## config.mk

```make
export PLATFORM = sky130hd
export DESIGN_NAME = afe_inj_scan_ctrl_flat
export DESIGN_NICKNAME = d
export VERILOG_FILES = /design/src/rtl/afe_pkg.sv /design/src/rtl/afe_inj_scan_ctrl_if.sv /design/src/rtl/afe_sync2.sv /design/src/rtl/afe_inj_scan_ctrl.sv /design/src/flat_wrapper.sv
export SDC_FILE = /design/constraint.sdc
export NUM_CORES = 1
export LEC_CHECK = 0
export BUFFER_PORTS_ARGS = -buffer_cell sky130_fd_sc_hd__buf_2
export CAP_MARGIN = 15
export CORE_AREA = 2 2 96 98
export CTS_CLUSTER_DIAMETER = 40
export DETAILED_ROUTE_END_ITERATION = 12
export DIE_AREA = 0 0 98 100
export HOLD_SLACK_MARGIN = 0.15
export PLACE_DENSITY_LB_ADDON = 0.1
export SYNTH_ARGS = -nofsm -noshare
export SYNTH_HDL_FRONTEND = slang
export SYNTH_SLANG_ARGS = --single-unit
```

## constraint.sdc

```tcl
create_clock -name CLK -period 4.2 [get_ports CLK]
set_input_delay 0.42 -clock CLK [delete_from_list [all_inputs] [get_ports CLK]]
set_output_delay 0.42 -clock CLK [all_outputs]
set_load 0.01 [all_outputs]
```

## src/rtl/afe_pkg.sv

```systemverilog
// Shared types and default widths for the AFE injection-scan logic.
package afe_pkg;

    localparam int AFE_TOT_W       = 8;
    localparam int AFE_N_W         = 8;
    localparam int AFE_SYNC_STAGES = 2;

    typedef enum logic [1:0] {
        IDLE,
        HIGH,
        LOW,
        FIN
    } inj_state_t;

endpackage

```

## src/rtl/afe_inj_scan_ctrl_if.sv

```systemverilog
// Control, configuration and result bundle between the SPI register path and the scan sequencer.
interface afe_inj_scan_ctrl_if
    import afe_pkg::*;
#(
    parameter int TOT_W = AFE_TOT_W,
    parameter int N_W   = AFE_N_W
);
    logic               START;
    logic               ABORT;
    logic [N_W-1:0]     N_INJ;
    logic [N_W-1:0]     T_HIGH;
    logic [N_W-1:0]     T_LOW;
    logic               COMP;
    logic               INJ;
    logic               BUSY;
    logic               DONE;
    logic [N_W-1:0]     HIT_CNT;
    logic [TOT_W-1:0]   TOT_LAST;
    logic [2*TOT_W-1:0] TOT_SUM;

    modport master (
        output START, ABORT, N_INJ, T_HIGH, T_LOW, COMP,
        input  INJ, BUSY, DONE, HIT_CNT, TOT_LAST, TOT_SUM
    );

    modport slave (
        input  START, ABORT, N_INJ, T_HIGH, T_LOW, COMP,
        output INJ, BUSY, DONE, HIT_CNT, TOT_LAST, TOT_SUM
    );

endinterface

```

## src/rtl/afe_sync2.sv

```systemverilog
// Two-flop synchronizer for asynchronous AFE status lines; reset clears every stage.
module afe_sync2
    import afe_pkg::*;
(
    input  logic clk,
    input  logic rst,
    input  logic d,
    output logic q
);

    logic [AFE_SYNC_STAGES-1:0] stages;

    always_ff @(posedge clk) begin
        if (rst) begin
            stages <= '0;
        end else begin
            stages <= {stages[AFE_SYNC_STAGES-2:0], d};
        end
    end

    assign q = stages[AFE_SYNC_STAGES-1];

endmodule

```

## src/rtl/afe_inj_scan_ctrl.sv

```systemverilog
// Injection-scan sequencer: emits an INJ pulse train and accumulates comparator TOT / hit statistics.
// States: IDLE wait for START | HIGH INJ driven high | LOW INJ low, TOT tail window | FIN one-cycle DONE
module afe_inj_scan_ctrl
    import afe_pkg::*;
#(
    parameter int TOT_W = AFE_TOT_W,
    parameter int N_W   = AFE_N_W
) (
    input logic                CLK,
    input logic                RST,
    afe_inj_scan_ctrl_if.slave bus
);

    localparam int SUM_W = 2 * TOT_W;

    inj_state_t       state, state_nxt;
    logic             comp_s;
    logic [N_W-1:0]   n_reg, h_reg, l_reg;
    logic [N_W-1:0]   pulse_cnt, phase_cnt, hit_cnt;
    logic [1:0]       tail_cnt;
    logic [TOT_W-1:0] tot, tot_inc, tot_last;
    logic [SUM_W-1:0] tot_sum;
    logic [SUM_W:0]   sum_wide;
    logic             inj, busy, done;
    logic             start_ok, count_en, phase_end, last_pulse;

    function automatic logic [N_W-1:0] phase_load(input logic [N_W-1:0] len);
        return (len == '0) ? '0 : len - 1'b1;
    endfunction

    afe_sync2 u_comp_sync (
        .clk (CLK),
        .rst (RST),
        .d   (bus.COMP),
        .q   (comp_s)
    );

    assign start_ok   = (state == IDLE) && bus.START && !bus.ABORT;
    assign phase_end  = (phase_cnt == '0);
    assign last_pulse = (pulse_cnt == n_reg - 1'b1);
    // The first two LOW cycles still count, covering the synchronizer delay.
    assign count_en   = (state == HIGH) || ((state == LOW) && (tail_cnt != 2'd0));
    assign tot_inc    = (count_en && comp_s && (tot != '1)) ? tot + 1'b1 : tot;
    assign sum_wide   = {1'b0, tot_sum} + {{(SUM_W + 1 - TOT_W){1'b0}}, tot_inc};

    always_ff @(posedge CLK) begin
        if (RST) begin
            state <= IDLE;
        end else begin
            state <= state_nxt;
        end
    end

    always_comb begin
        state_nxt = state;
        case (state)
            IDLE:    if (bus.START) state_nxt = (bus.N_INJ == '0) ? FIN : HIGH;
            HIGH:    if (phase_end) state_nxt = LOW;
            LOW:     if (phase_end) state_nxt = last_pulse ? FIN : HIGH;
            FIN:     state_nxt = IDLE;
            default: state_nxt = IDLE;
        endcase
        if (bus.ABORT) begin
            state_nxt = IDLE;
        end
    end

    always_ff @(posedge CLK) begin
        if (RST) begin
            inj       <= 1'b0;
            busy      <= 1'b0;
            done      <= 1'b0;
            n_reg     <= '0;
            h_reg     <= '0;
            l_reg     <= '0;
            pulse_cnt <= '0;
            phase_cnt <= '0;
            tail_cnt  <= '0;
            tot       <= '0;
            tot_last  <= '0;
            tot_sum   <= '0;
            hit_cnt   <= '0;
        end else begin
            inj  <= (state_nxt == HIGH);
            busy <= (state_nxt != IDLE);
            done <= (state_nxt == FIN);
            tot  <= tot_inc;

            if ((state_nxt == HIGH) && (state != HIGH)) begin
                phase_cnt <= (state == IDLE) ? phase_load(bus.T_HIGH) : phase_load(h_reg);
                tot       <= '0;
            end else if ((state_nxt == LOW) && (state == HIGH)) begin
                phase_cnt <= phase_load(l_reg);
                tail_cnt  <= 2'd2;
            end else begin
                if (!phase_end) phase_cnt <= phase_cnt - 1'b1;
                if (tail_cnt != 2'd0) tail_cnt <= tail_cnt - 1'b1;
            end

            if (start_ok) begin
                n_reg     <= bus.N_INJ;
                h_reg     <= bus.T_HIGH;
                l_reg     <= bus.T_LOW;
                pulse_cnt <= '0;
                hit_cnt   <= '0;
                tot_last  <= '0;
                tot_sum   <= '0;
            end else if ((state == LOW) && phase_end && !bus.ABORT) begin
                tot_last  <= tot_inc;
                tot_sum   <= sum_wide[SUM_W] ? '1 : sum_wide[SUM_W-1:0];
                pulse_cnt <= pulse_cnt + 1'b1;
                if (tot_inc != '0) hit_cnt <= hit_cnt + 1'b1;
            end
        end
    end

    assign bus.INJ      = inj;
    assign bus.BUSY     = busy;
    assign bus.DONE     = done;
    assign bus.HIT_CNT  = hit_cnt;
    assign bus.TOT_LAST = tot_last;
    assign bus.TOT_SUM  = tot_sum;

endmodule

```

## src/flat_wrapper.sv

```systemverilog
// flat-port wrapper written by rule: the top's interface ports become plain ports
module afe_inj_scan_ctrl_flat import afe_pkg::*;
#(
    parameter int TOT_W = AFE_TOT_W,
    parameter int N_W   = AFE_N_W
)
  (CLK, RST, bus_START, bus_ABORT, bus_N_INJ, bus_T_HIGH, bus_T_LOW, bus_COMP, bus_INJ, bus_BUSY, bus_DONE, bus_HIT_CNT, bus_TOT_LAST, bus_TOT_SUM);
  afe_inj_scan_ctrl_if #(.TOT_W(TOT_W), .N_W(N_W)) bus_i ();
  input logic CLK;
  input logic RST;
  input wire logic [$bits(bus_i.START)-1:0] bus_START;
  input wire logic [$bits(bus_i.ABORT)-1:0] bus_ABORT;
  input wire logic [$bits(bus_i.N_INJ)-1:0] bus_N_INJ;
  input wire logic [$bits(bus_i.T_HIGH)-1:0] bus_T_HIGH;
  input wire logic [$bits(bus_i.T_LOW)-1:0] bus_T_LOW;
  input wire logic [$bits(bus_i.COMP)-1:0] bus_COMP;
  output wire logic [$bits(bus_i.INJ)-1:0] bus_INJ;
  output wire logic [$bits(bus_i.BUSY)-1:0] bus_BUSY;
  output wire logic [$bits(bus_i.DONE)-1:0] bus_DONE;
  output wire logic [$bits(bus_i.HIT_CNT)-1:0] bus_HIT_CNT;
  output wire logic [$bits(bus_i.TOT_LAST)-1:0] bus_TOT_LAST;
  output wire logic [$bits(bus_i.TOT_SUM)-1:0] bus_TOT_SUM;
  assign bus_i.START = bus_START;
  assign bus_i.ABORT = bus_ABORT;
  assign bus_i.N_INJ = bus_N_INJ;
  assign bus_i.T_HIGH = bus_T_HIGH;
  assign bus_i.T_LOW = bus_T_LOW;
  assign bus_i.COMP = bus_COMP;
  assign bus_INJ = bus_i.INJ;
  assign bus_BUSY = bus_i.BUSY;
  assign bus_DONE = bus_i.DONE;
  assign bus_HIT_CNT = bus_i.HIT_CNT;
  assign bus_TOT_LAST = bus_i.TOT_LAST;
  assign bus_TOT_SUM = bus_i.TOT_SUM;
  afe_inj_scan_ctrl #(.TOT_W(TOT_W), .N_W(N_W)) u_core (.CLK(CLK), .RST(RST), .bus(bus_i));
endmodule
```

==> impl.org, run 1 <==
** Worst setup path
- Destination of the worst register-to-register timing path :: u_core.bus.TOT_SUM[15]
- Maximum fanout count along the critical path :: 6
- The worst setup path is launched from a flip-flop.
- For this run, the slowest stage of the critical path takes 410 ps.
- At the worst endpoint, the required time is 4420 ps.
- The worst register-to-register path begins at u_core.tail_cnt[0].
- The largest individual stage delay along the critical path comes from the cell sky130_fd_sc_hd__mux2i_1.
- The critical path contains buffers and inverters numbering 2 combined.
- The critical path is of the reg -> reg type.
- Counting buffers and inverters, the worst setup path is 16 cells deep.
- Arrival time worst endpoint :: 3990 ps
- Capturing element type of the critical path :: flip-flop
- Flop2flop setup slack :: 430 ps
- Family with the most delay on the worst path :: compound AO/OA/AOI/OAI gates
- Traced cell by cell, the critical path runs through inv_1, ha_1, nor3b_4, o21ai_2, nor2_1, mux2i_1, inv_1, ha_1, a21o_1, a21oi_1, o21ai_0, a31oi_1, o21ai_0, and2_0, a31oi_1, nor3_1.
- The number of cells on the worst reg-to-reg path is 16.

** Route
- Wire length per cell after detailed routing :: 14.2 µm
- In the routed design, unresolved DRC markers number 0.
- The count of nets left with antenna violations once routing finished came out at 0.
- Total wirelength of the detailed-routed design :: 11200 µm
- The routed layout has 4426 vias.
- For this run, the detailed router's first-pass iteration total came to 4.
- For this block, the initial DRC count from the detailed router was 118.
- Via-per-instance ratio :: 5.62

** Clock tree
- Clock latency of the later-clocked register in the worst-skew pair :: 370 ps
- The H-tree was split into 3 levels.
- Post-CTS repair changed the size of 0 cells.
- Maximum buffer depth of the clock tree :: 2
- Clock tree synthesis found a total of 89 sinks.
- Number of CTS-inserted buffers :: 9
- Worst-path clk slew :: 90 ps
- The root buffer cell chosen for the clock tree is sky130_fd_sc_hd__clkbuf_8.
- Clock tree from TritonCTS :: done
- Count of hold-fix buffers inserted at cts :: 0
- The number of setup buffers added after CTS is 0.

** Synthesis
- Post-synthesis area per instance :: 7.95 µm²
- The biggest area contributor in the post-synthesis netlist is sky130_fd_sc_hd__dfxtp_1.
- After synthesis, the cell types taking the most area are sky130_fd_sc_hd__dfxtp_1 (36%), sky130_fd_sc_hd__nand2_1 (6.5%), sky130_fd_sc_hd__a21oi_1 (6.4%).
- The number of nets handed over by synthesis was 668.
- The cell count after synthesis came out at 621.
- Top-area cell type share of the netlist area :: 0.361
- The most used flip-flop cell after synthesis is sky130_fd_sc_hd__dfxtp_1.
- Warnings from Yosys :: 0
- Number of enable flip-flop cells after synthesis :: 0
- The share of the Yosys chip area taken by registers is 0.361.
- The synthesized netlist occupies a cell area of 4940 µm².
- Number of register bits inferred by synthesis :: 89
- Of all flip-flops after synthesis, the portion carrying an async set or reset was 0.
- Unique cell type count in the Yosys netlist :: 73

** GRT
- Met1 track demand over resource in global routing :: 0.296
- The first global-routing pass estimated 18500 µm of wire.
- The number of antenna violations at the first check in global routing was 0.
- Global route total overflow :: 0
- Entering global routing, the biggest net connects 41 pins.
- Total global-route track usage :: 0.228
- met2 is the most crowded layer.
- Via count of the first global-routing pass :: 4022
- In the global route stage, met3 resource usage came out at 0.0334.
- Met2 global-route usage :: 0.389

** Min path
- The worst hold path was traced through 2 stages.
- HP Start :: bus_COMP
- The min-delay analysis places its worst path in the category in -> reg.
- For hold timing, the worst endpoint is u_core.u_comp_sync.stages[0].

** Placement
- Final HPWL DP :: 8280 µm
- OpenSTA, run right after detailed placement, puts the worst setup slack at 474 ps.
- Count of input and output buffers :: 63
- The congestion estimate from routability-driven global placement came to 0.878.
- Placed cells :: 772

** Finish
- The register with the most flip-flops in the layout has 16 of them.
- For this run, the share of the core covered by cells in the final layout is 0.621.
- The filler cells instantiated in the layout total 823.
- Non-filler instance count after layout :: 788
- 0 antenna diodes ended up in the layout.
- Number of nets in the layout :: 719
- Share of post-route cells with drive strength above 1 :: 0.160
- Area growth from synthesis to final layout :: 11.8%

** Timing
- Headroom to the max-slew limit came out at 0.365.
- Worst slack on hold paths :: 258 ps
- The number of max-slew violations in the final report was 0.
- Setup repair after global routing missed its margin :: false
- Setup violations remaining at the end of the flow were counted as 0.
- Across the routed clock network, the largest skew measured is 8.90 ps.
- After routing, the total negative slack on setup checks comes to 0 ps.
- Final period demand of the worst path :: 3770 ps
- Of the available clock period, the critical path in the final layout requires 0.897.
- PnR worst setup slack :: 432 ps
- At the pin with the least slew margin, the transition time is 950 ps.
- Derived from the worst setup path, the maximum achievable clock frequency is 265 MHz.
- The number of hold violations in the final report was 0.

** Die
- Initial cell density of the core :: 0.555
- From left edge to right edge, the die measures 98 µm.
- Core outline area :: 8890 µm²
- 64 I/O pins were placed.
- Standard-cell row count :: 35
- Die outline area :: 9800 µm²
- The floorplan step set the die height to 100 µm.

** Job
- Across the run, the number of max-cap violations was 0.

** Power
- In this run the static leakage power is 0.00223 µW.
- VDD IR max :: 172 µV
- In this run the power density over the cells is 371 nW/µm².

** Status
- The flow ran to the end, and the final reports show no timing, DRC or antenna violations.
==> worst register-to-register path, delay by kind of cell (launching register included) <==
family | cells | cell delay, ps
AOI/OAI and AO/OA | 7 | 1380
adders and majority gates | 2 | 510
buffers and inverters | 2 | 130
DFF | 1 | 350
muxes | 1 | 410
and+or+nand+nor | 4 | 830
==> per-stage QoR <==
| stage | area [µm²] | total power, µW |
|---|---|---|
| after floorplan | 4940 | 1350 |
| after global placement | 5320 | 1440 |
| after detailed placement | 5320 | 1450 |
| after CTS | 5520 | 2060 |
| after global routing | 5520 | 2160 |
| final | 5520 | 2050 |
==> cells by family after synthesis <==
family / Yosys count / share of synthesized area
adder cells (fa/ha/maj): 18 / 0.0471
XOR/XNOR: 47 / 0.0849
buffers and inverters: 58 / 0.0479
flip-flops: 89 / 0.361
multiplexers: 9 / 0.0183
AO/OA/AOI/OAI: 142 / 0.185
AND/OR/NAND/NOR: 258 / 0.256
==> synth_stat cells, types with 16 or more instances <==
master / instances
sky130_fd_sc_hd__o21ai_0: 16
sky130_fd_sc_hd__clkbuf_1: 21
sky130_fd_sc_hd__nor2_1: 66
sky130_fd_sc_hd__nor3_1: 20
sky130_fd_sc_hd__xnor2_1: 29
sky130_fd_sc_hd__xor2_1: 17
sky130_fd_sc_hd__a21oi_1: 63
sky130_fd_sc_hd__nand3_1: 22
sky130_fd_sc_hd__dfxtp_1: 89
sky130_fd_sc_hd__inv_1: 30
sky130_fd_sc_hd__ha_1: 17
sky130_fd_sc_hd__nand2_1: 85
==> worst max path at each step <==
stage                       startpoint                      to  slack (ps)
CTS                 u_core.tail_cnt[0]  u_core.bus.TOT_SUM[14]         450
floorplan           u_core.tail_cnt[0]  u_core.bus.TOT_SUM[11]         880
detailed placement  u_core.tail_cnt[0]  u_core.bus.TOT_SUM[15]         470
finish              u_core.tail_cnt[0]  u_core.bus.TOT_SUM[15]         430
global route        u_core.tail_cnt[0]  u_core.bus.TOT_SUM[12]          30
global placement    u_core.tail_cnt[0]  u_core.bus.TOT_SUM[14]         600
==> layout make-up <==
class | count | area [µm²] | share of cell area
multi-input combinational | 474 | 2930 | 0.531
timing repair buffer | 68 | 353 | 0.0639
clock buffer | 10 | 138 | 0.0249
inverter | 30 | 113 | 0.0204
clock inverter | 6 | 66.3 | 0.0120
tap | 111 | 139 | 0.0252
sequential | 89 | 1780 | 0.323
==> placed cells by master (no fill, tap or decap), types with 8 or more instances in the layout <==
master / instances
sky130_fd_sc_hd__dfxtp_1: 89
sky130_fd_sc_hd__nand2_1: 85
sky130_fd_sc_hd__nor2_1: 66
sky130_fd_sc_hd__a21oi_1: 63
sky130_fd_sc_hd__buf_2: 63
sky130_fd_sc_hd__inv_1: 30
sky130_fd_sc_hd__xnor2_1: 29
sky130_fd_sc_hd__nand3_1: 22
sky130_fd_sc_hd__nor3_1: 19
sky130_fd_sc_hd__xor2_1: 17
sky130_fd_sc_hd__ha_1: 17
sky130_fd_sc_hd__o21ai_0: 16
sky130_fd_sc_hd__o22ai_1: 10
sky130_fd_sc_hd__clkbuf_8: 10
sky130_fd_sc_hd__mux2i_1: 9
sky130_fd_sc_hd__and3_1: 8
==> layer usage <==
| metal | vias up | routed length, µm |
|---|---|---|
| li1 | 2275 | - |
| met1 | 2025 | 5240 |
| met2 | 106 | 5300 |
| met3 | 20 | 428 |
| met4 | 0 | 215 |
| met5 | - | 0 |
==> power by group <==
group	leakage (µW)	total [µW]	internal, µW	switching (µW)
clock	0.000107	612	293	318
combinational	0.00140	489	215	275
sequential	0.000722	948	898	49.9
Power figures use the tool's default switching activity.
==> inputs of run 2 (changes only) <==
PLACE_DENSITY = 0.78   (was not set)
PLACE_DENSITY_LB_ADDON = not set   (was 0.1)
==> run 2 against run 1 <==
Net effect: wire length fell by 0.35%; via count rose by 1.7%; global-route usage rose by 0.62 points; critical path depth rose by 2; clock skew rose by 2.1 ps; critical endpoint is now u_core.bus.TOT_SUM[7]; largest cell class unchanged.
==> impl.org, run 2 (synthesis gave the netlist of run 1 again) <==
** GRT
- In the global route stage, met1 resource usage came out at 0.299.
- met2 is the most crowded layer.
- First-pass GRT wire length :: 19200 µm
- Total global-route track usage :: 0.234
- For met2 alone, demand over resource in global routing was 0.410.
- The total overflow left after global routing is 0.
- The number of antenna violations at the first check in global routing was 0.
- For this run, global-route usage on met3 was measured as 0.0397.
- Entering global routing, the biggest net connects 41 pins.
- The via count of the first global-routing pass came to 4292.

** Timing
- Final period demand of the worst path :: 3790 ps
- The number of hold violations in the final report is 0.
- Maximum frequency from static timing analysis :: 264 MHz
- Normalized max-slew margin :: 0.341
- Count of final setup violators :: 0
- Worst Max-Slew Pin Slew :: 975 ps
- Max Clock Skew :: 11.0 ps
- Setup repair after global routing missed its margin :: false
- In the finished design, the share of the clock period the worst path needs comes to 0.902.
- For the final routed database, the setup TNS stands at 0 ps.
- On the final layout, the worst hold slack is 281 ps.
- Max-slew violation count :: 0

** Worst setup path
- Arrival time worst endpoint :: 4080 ps
- Most frequent cell on the critical path :: sky130_fd_sc_hd__inv_1
- CP Class :: reg -> reg
- STA classifies the critical path startpoint as a flip-flop.
- Capturing element type of the critical path :: flip-flop
- Measured in cells, the most critical reg-to-reg path has a length of 18.
- Worst setup path startpoint :: u_core.tail_cnt[0]
- Family with the most delay on the worst path :: compound AO/OA/AOI/OAI gates
- In this run the critical register-to-register path is captured at u_core.bus.TOT_SUM[7].
- Counting buffers and inverters, the worst setup path is 18 cells deep.
- Sequence of cells on the critical path :: inv_1, ha_1, nor3b_4, o21ai_2, nor2_1, xnor2_1, inv_1, ha_1, inv_1, fa_1, nor2b_1, o21a_1, o21ai_0, a21oi_1, o21ai_0, a211o_1, and3_1, nor3_1
- The setup check on the worst reg-to-reg path leaves a slack of 410 ps.
- Number of buffer and inverter stages on the critical path :: 3
- In this run the worst path has a maximum fanout of 11.
- Crit Reg-Reg Startpoint :: u_core.tail_cnt[0]
- In this design, the stage delay of the slowest critical-path cell is 460 ps.
- The slowest stage of the critical path is the sky130_fd_sc_hd__a211o_1 cell.
- Worst EP required :: 4490 ps

** Finish
- Multi-input logic area :: 2930 µm²
- Most frequent cells in the layout :: sky130_fd_sc_hd__dfxtp_1 (89), sky130_fd_sc_hd__nand2_1 (85), sky130_fd_sc_hd__nor2_1 (66), sky130_fd_sc_hd__buf_2 (63), sky130_fd_sc_hd__a21oi_1 (62)
- With fillers left out, the area of the finished cells amounts to 5520 µm².
- Antenna Diode Count :: 0
- Leaving out fill and tap cells, the most frequent cell in the layout is sky130_fd_sc_hd__dfxtp_1.
- Compared with the post-synthesis result, the final layout area differs by 11.8%.
- The layout has 821 filler cells.
- Final standard cell utilization of the core :: 0.621
- Number of flip-flops in the largest register :: 16
- Share of post-route cells with drive strength above 1 :: 0.157
- Number of nets in the layout :: 718
- Registers take 1780 µm².

** Power
- The analysis attributes to cell leakage a power of 0.00222 µW.
- VDD IR max :: 244 µV
- Of the total power, the share spent switching nets is 0.305.
- Of the total power, combinational logic draws 0.237.
- Reg power frac :: 0.458
- Clock network power share :: 0.304
- Net load switching power :: 632 µW
- In this run the power density over the cells is 375 nW/µm².
- Internal power comes to 1440 µW.

** Clock tree
- TritonCTS created 9 clock buffers.
- Clock latency on the worst-skew pair, taken at its later pin, is 360 ps.
- The clock net in this run drives a total of 89 sinks.
- Clock-pin slew was measured on the worst setup and hold paths at 90 ps.
- Clock tree from TritonCTS :: done
- The H-tree generated during clock tree synthesis spans 3 levels.
- The clock passes through at most 2 buffers.
- Clock tree root buffer cell :: sky130_fd_sc_hd__clkbuf_8
- Post-CTS timing repair inserted 0 buffers for setup.

** Min path
- The worst hold path belongs to the class in -> reg.
- Number of stages on the worst hold path :: 2
- HP Start :: bus_COMP
- Endpoint, Worst Hold :: u_core.u_comp_sync.stages[0]

** Placement
- Once placement finished, the instance area stood at 5310 µm².
- Input and output buffers added on the ports amount to 63.
- Placer Congestion :: 0.960
- The wire-length estimate of the detail-placed layout is 8200 µm.

** Die
- The floorplan step defined a core boundary enclosing 8890 µm².
- The floorplan has 35 rows.
- The floorplan step defined a die boundary enclosing 9800 µm².
- The initial utilization of the core area, before any placement, comes to 0.555.
- Ports placed on the boundary :: 64
- Die W :: 98 µm
- The floorplan step set the die height to 100 µm.

** Route
- Dividing the detail-routed via count by the number of cells gives 5.73.
- In the routed design, unresolved DRC markers number 0.
- After detailed routing, the total wire length is 11100 µm.
- Number of DRC markers after the initial detailed-route iteration :: 127
- DRT Pass-1 Iters :: 4
- Wire length per cell after detailed routing :: 14.2 µm
- The routed layout has 4502 vias.
- In this run the remaining antenna-violating nets after routing total 0.

** Job
- Across the run, the number of max-cap violations was 0.

** Status
- The flow ran to the end, and the final reports show no timing, DRC or antenna violations.
==> run 2: cell count changes in the layout (fill, tap and decap cells not counted) <==
cell                         delta
sky130_fd_sc_hd__a21oi_2        +1
sky130_fd_sc_hd__clkinv_2       -1
sky130_fd_sc_hd__a21oi_1        -1
sky130_fd_sc_hd__clkbuf_1       +1
sky130_fd_sc_hd__clkinvlp_4     +1
sky130_fd_sc_hd__bufinv_16      +1
sky130_fd_sc_hd__inv_6          -1
sky130_fd_sc_hd__clkinv_4       -1
sky130_fd_sc_hd__clkbuf_8       -1
sky130_fd_sc_hd__buf_4          -1
==> run 2: area by class of cell <==
| cell class | count | area share |
|---|---|---|
| clock inverter | 5 | 0.0147 |
| sequential | 89 | 0.323 |
| inverter | 30 | 0.0204 |
| timing repair buffer | 67 | 0.0626 |
| clock buffer | 10 | 0.0231 |
| multi-input combinational | 474 | 0.531 |
| tap | 111 | 0.0252 |
==> run 2: timing repair <==
action                                  CTS  global route
endpoints found under the setup margin    0             1
gates resized for setup                   0             1
hold buffers                              0             0
==> run 2: worst max-delay path by stage <==
| stage | endpoint | slack [ps] |
|---|---|---|
| finish | u_core.bus.TOT_SUM[7] | 410 |
| floorplan | u_core.bus.TOT_SUM[11] | 880 |
| detailed placement | u_core.bus.TOT_SUM[10] | 370 |
| global route | u_core.bus.TOT_SUM[15] | 40 |
| CTS | u_core.bus.TOT_SUM[10] | 320 |
| global placement | u_core.bus.TOT_SUM[12] | 600 |
==> run 2: per-stage QoR <==
stage | power, µW | std cells | setup slack [ps]
6_report | 2070 | 786 | 410
5_1_grt | 2180 | 786 | 43.2
4_1_cts | 2070 | 786 | 322
3_5_place_dp | 1450 | 771 | 373
3_3_place_gp | 1420 | 771 | 600
2_1_floorplan | 1350 | 621 | 882
==> run 2: routing by layer <==
layer	part of all wire	up-vias
met3	0.040	11
met5	0	-
met2	0.48	108
met4	0.0097	0
met1	0.47	2116
li1	-	2267
==> run 2: power by group through the flow <==
stage	clock network (µW)	logic, µW	registers (µW)
final	630	491	948
after global routing	672	552	956
after CTS	642	486	947
after detailed placement	0	478	967
after global placement	0	460	963
after floorplan	0	394	955
==> inputs of run 3 (changes only) <==
CAP_MARGIN = 10   (was 15)
MAX_ROUTING_LAYER = met4   (was not set)
==> run 3 against run 2 <==
Net effect: core utilization decreased by 0.30 points; sequential power hardly changed; combinational power barely moved; sequential cell count is the same; worst setup slack got worse by 99 ps; clock-buffer cell count unchanged; maximum frequency is 2.6% lower; global-route usage barely moved; clock power fell by 14%; largest cell class unchanged; highest routed layer unchanged.
==> impl.org, run 3 (synthesis gave the netlist of run 1 again) <==
** GRT
- The number of antenna violations at the first check in global routing came to 0.
- Via count of the first global-routing pass :: 4071
- First-pass GRT wire length :: 18600 µm
- Total global-route track usage :: 0.234
- Pin count of the biggest net entering global routing :: 41
- Global route total overflow :: 0

** Finish
- Sequential cell area :: 1780 µm²
- Share of post-route cells with drive strength above 1 :: 0.160
- Area growth from synthesis to final layout :: 11.3%
- Multi-input logic area :: 2930 µm²
- 0 antenna diodes ended up in the layout.
- Number of nets in the layout :: 719
- Number of flip-flops in the largest register :: 16
- Most frequent cells in the layout :: sky130_fd_sc_hd__dfxtp_1 (89), sky130_fd_sc_hd__nand2_1 (85), sky130_fd_sc_hd__nor2_1 (66), sky130_fd_sc_hd__a21oi_1 (63), sky130_fd_sc_hd__buf_2 (63)
- The library cell used most frequently in the layout, excluding fill and tap cells, is sky130_fd_sc_hd__dfxtp_1.
- The filler cells instantiated in the layout total 821.

** Worst setup path
- STA classifies the critical path startpoint as a flip-flop.
- For the worst setup path, the data arrival time is 4100 ps.
- Data on the critical path is required at its endpoint by 4410 ps.
- Of all nets on the critical path, the largest fanout is 9.
- Capturing element type of the critical path :: flip-flop
- The setup path with the least slack is of type reg -> reg.

** Timing
- Maximum frequency from static timing analysis :: 257 MHz
- Worst slack on hold paths :: 278 ps
- Final period demand of the worst path :: 3890 ps
- At the pin with the least slew margin, the transition time is 950 ps.
- Measured against its own limit, the worst slew margin works out to 0.358.
- Max-slew violation count :: 0
- PnR worst setup slack :: 310 ps
- Final count of hold timing violations :: 0
- Setup repair after global routing left no endpoint under its margin.
- For the final routed database, the setup TNS stands at 0 ps.
- Setup violations remaining at the end of the flow were counted as 0.
- Max Clock Skew :: 9.02 ps
- Part of the cycle the worst path needs :: 0.926

** Die
- 64 I/O pins were placed.
- Die W :: 98 µm
- The initial utilization of the core area, before any placement, comes to 0.555.
- Core outline area :: 8890 µm²
- The die covers 9800 µm².
- Standard-cell row count :: 35
- The die is 100 µm tall.

** Route
- After detailed routing, the total wire length is 11200 µm.
- Post-route antenna net violation count :: 0
- Via-per-instance ratio :: 5.71
- Count of unresolved DRC violations after routing :: 0
- The final route contains 4503 vias.
- Wire length per cell after detailed routing :: 14.2 µm
- For this run, the detailed router's first-pass iteration total came to 4.
- Number of DRC markers after the initial detailed-route iteration :: 170

** Clock tree
- Clock tree root buffer cell :: sky130_fd_sc_hd__clkbuf_8
- Clock tree from TritonCTS :: done
- Post-CTS repair changed the size of 0 cells.
- Clk sinks :: 89
- Worst-path clk slew :: 90 ps
- H-Tree Depth :: 3
- Clock latency on the worst-skew pair, taken at its later pin, is 350 ps.
- Counting the buffers created by CTS gives 9.
- Maximum buffer depth of the clock tree :: 2
- Postcts setup bufs :: 0
- In this run, post-CTS hold repair placed 0 buffers.

** Power
- Across the VDD grid, the largest voltage drop is 232 µV.
- The analysis attributes to cell leakage a power of 0.00222 µW.
- Power Density :: 361 nW/µm²

** Job
- The tool flagged a number of max-cap violations equal to 0.

** Placement
- Final HPWL DP :: 8260 µm
- Prior to clock tree synthesis, the placed netlist has a worst setup slack of 394 ps.
- During placement, the flow inserted port buffers numbering 63.
- Placer Congestion :: 1.00

** Status
- Status :: completed

** Min path
- The path class of the tightest hold or removal check is in -> reg.
run 3: cell count changes in the layout (fill, tap and decap cells not counted):
cell,before,now
sky130_fd_sc_hd__a21oi_1,62,63
sky130_fd_sc_hd__a21oi_2,2,1
sky130_fd_sc_hd__buf_4,4,5
sky130_fd_sc_hd__bufinv_16,2,0
sky130_fd_sc_hd__clkbuf_1,1,0
sky130_fd_sc_hd__clkbuf_8,9,10
sky130_fd_sc_hd__clkinv_2,1,3
sky130_fd_sc_hd__clkinvlp_4,1,0
sky130_fd_sc_hd__inv_6,0,2
run 3: metrics by stage:
step | instance area (µm²) | cells | total power [µW] | utilization
detailed placement | 5320 | 772 | 1450 | 0.598
floorplan | 4940 | 621 | 1350 | -
global placement | 5320 | 772 | 1430 | 0.598
CTS | 5490 | 788 | 2000 | 0.618
finish | 5490 | 788 | 1980 | 0.618
global route | 5490 | 788 | 2100 | 0.618
run 3: report_power, final:
group | internal (µW) | switching [µW]
registers | 898 | 50.0
clock network | 234 | 307
logic | 215 | 277
total | 1350 | 635
run 3: path summary, 6_finish.rpt:
| kind | from | to | slack [ps] | depth (start not counted) |
|---|---|---|---|---|
| setup reg to reg | u_core.tail_cnt[0] | u_core.bus.TOT_SUM[12] | 310 | 18 |
| hold / removal | bus_COMP | u_core.u_comp_sync.stages[0] | 280 | 2 |
| hold reg to reg | u_core.u_comp_sync.stages[0] | u_core.u_comp_sync.stages[1] | 450 | 1 |
| setup / recovery | u_core.tail_cnt[0] | u_core.bus.TOT_SUM[12] | 310 | 18 |
run 3: final cells by class:
type                       count  share of cell area
sequential                    89               0.324
clock buffer                  10              0.0251
timing repair buffer          68              0.0642
clock inverter                 6             0.00752
tap                          111              0.0253
multi-input combinational    474               0.533
inverter                      30              0.0205
run 3: metal layers:
metal / share of wire / vias up / GRT usage
li1: - / 2270 / -
met1: 0.46 / 2107 / 0.298
met2: 0.48 / 111 / 0.393
met3: 0.039 / 15 / 0.0292
met4: 0.015 / 0 / 0.0737
met5: 0 / - / -
run 3: worst max-delay path: stages, from the launching register on:
cell	delay [ps]
sky130_fd_sc_hd__dfxtp_1	350
sky130_fd_sc_hd__inv_1	50
sky130_fd_sc_hd__ha_1	250
sky130_fd_sc_hd__nor3b_4	290
sky130_fd_sc_hd__o21ai_2	150
sky130_fd_sc_hd__nor2_1	250
sky130_fd_sc_hd__xnor2_1	140
sky130_fd_sc_hd__inv_1	70
sky130_fd_sc_hd__ha_1	150
sky130_fd_sc_hd__inv_1	50
sky130_fd_sc_hd__fa_1	380
sky130_fd_sc_hd__nor2b_1	190
sky130_fd_sc_hd__o21a_1	140
sky130_fd_sc_hd__o21ai_0	110
sky130_fd_sc_hd__a21oi_1	180
sky130_fd_sc_hd__o21ai_0	120
sky130_fd_sc_hd__a21oi_1	530
sky130_fd_sc_hd__and4_1	290
sky130_fd_sc_hd__nor3_1	50
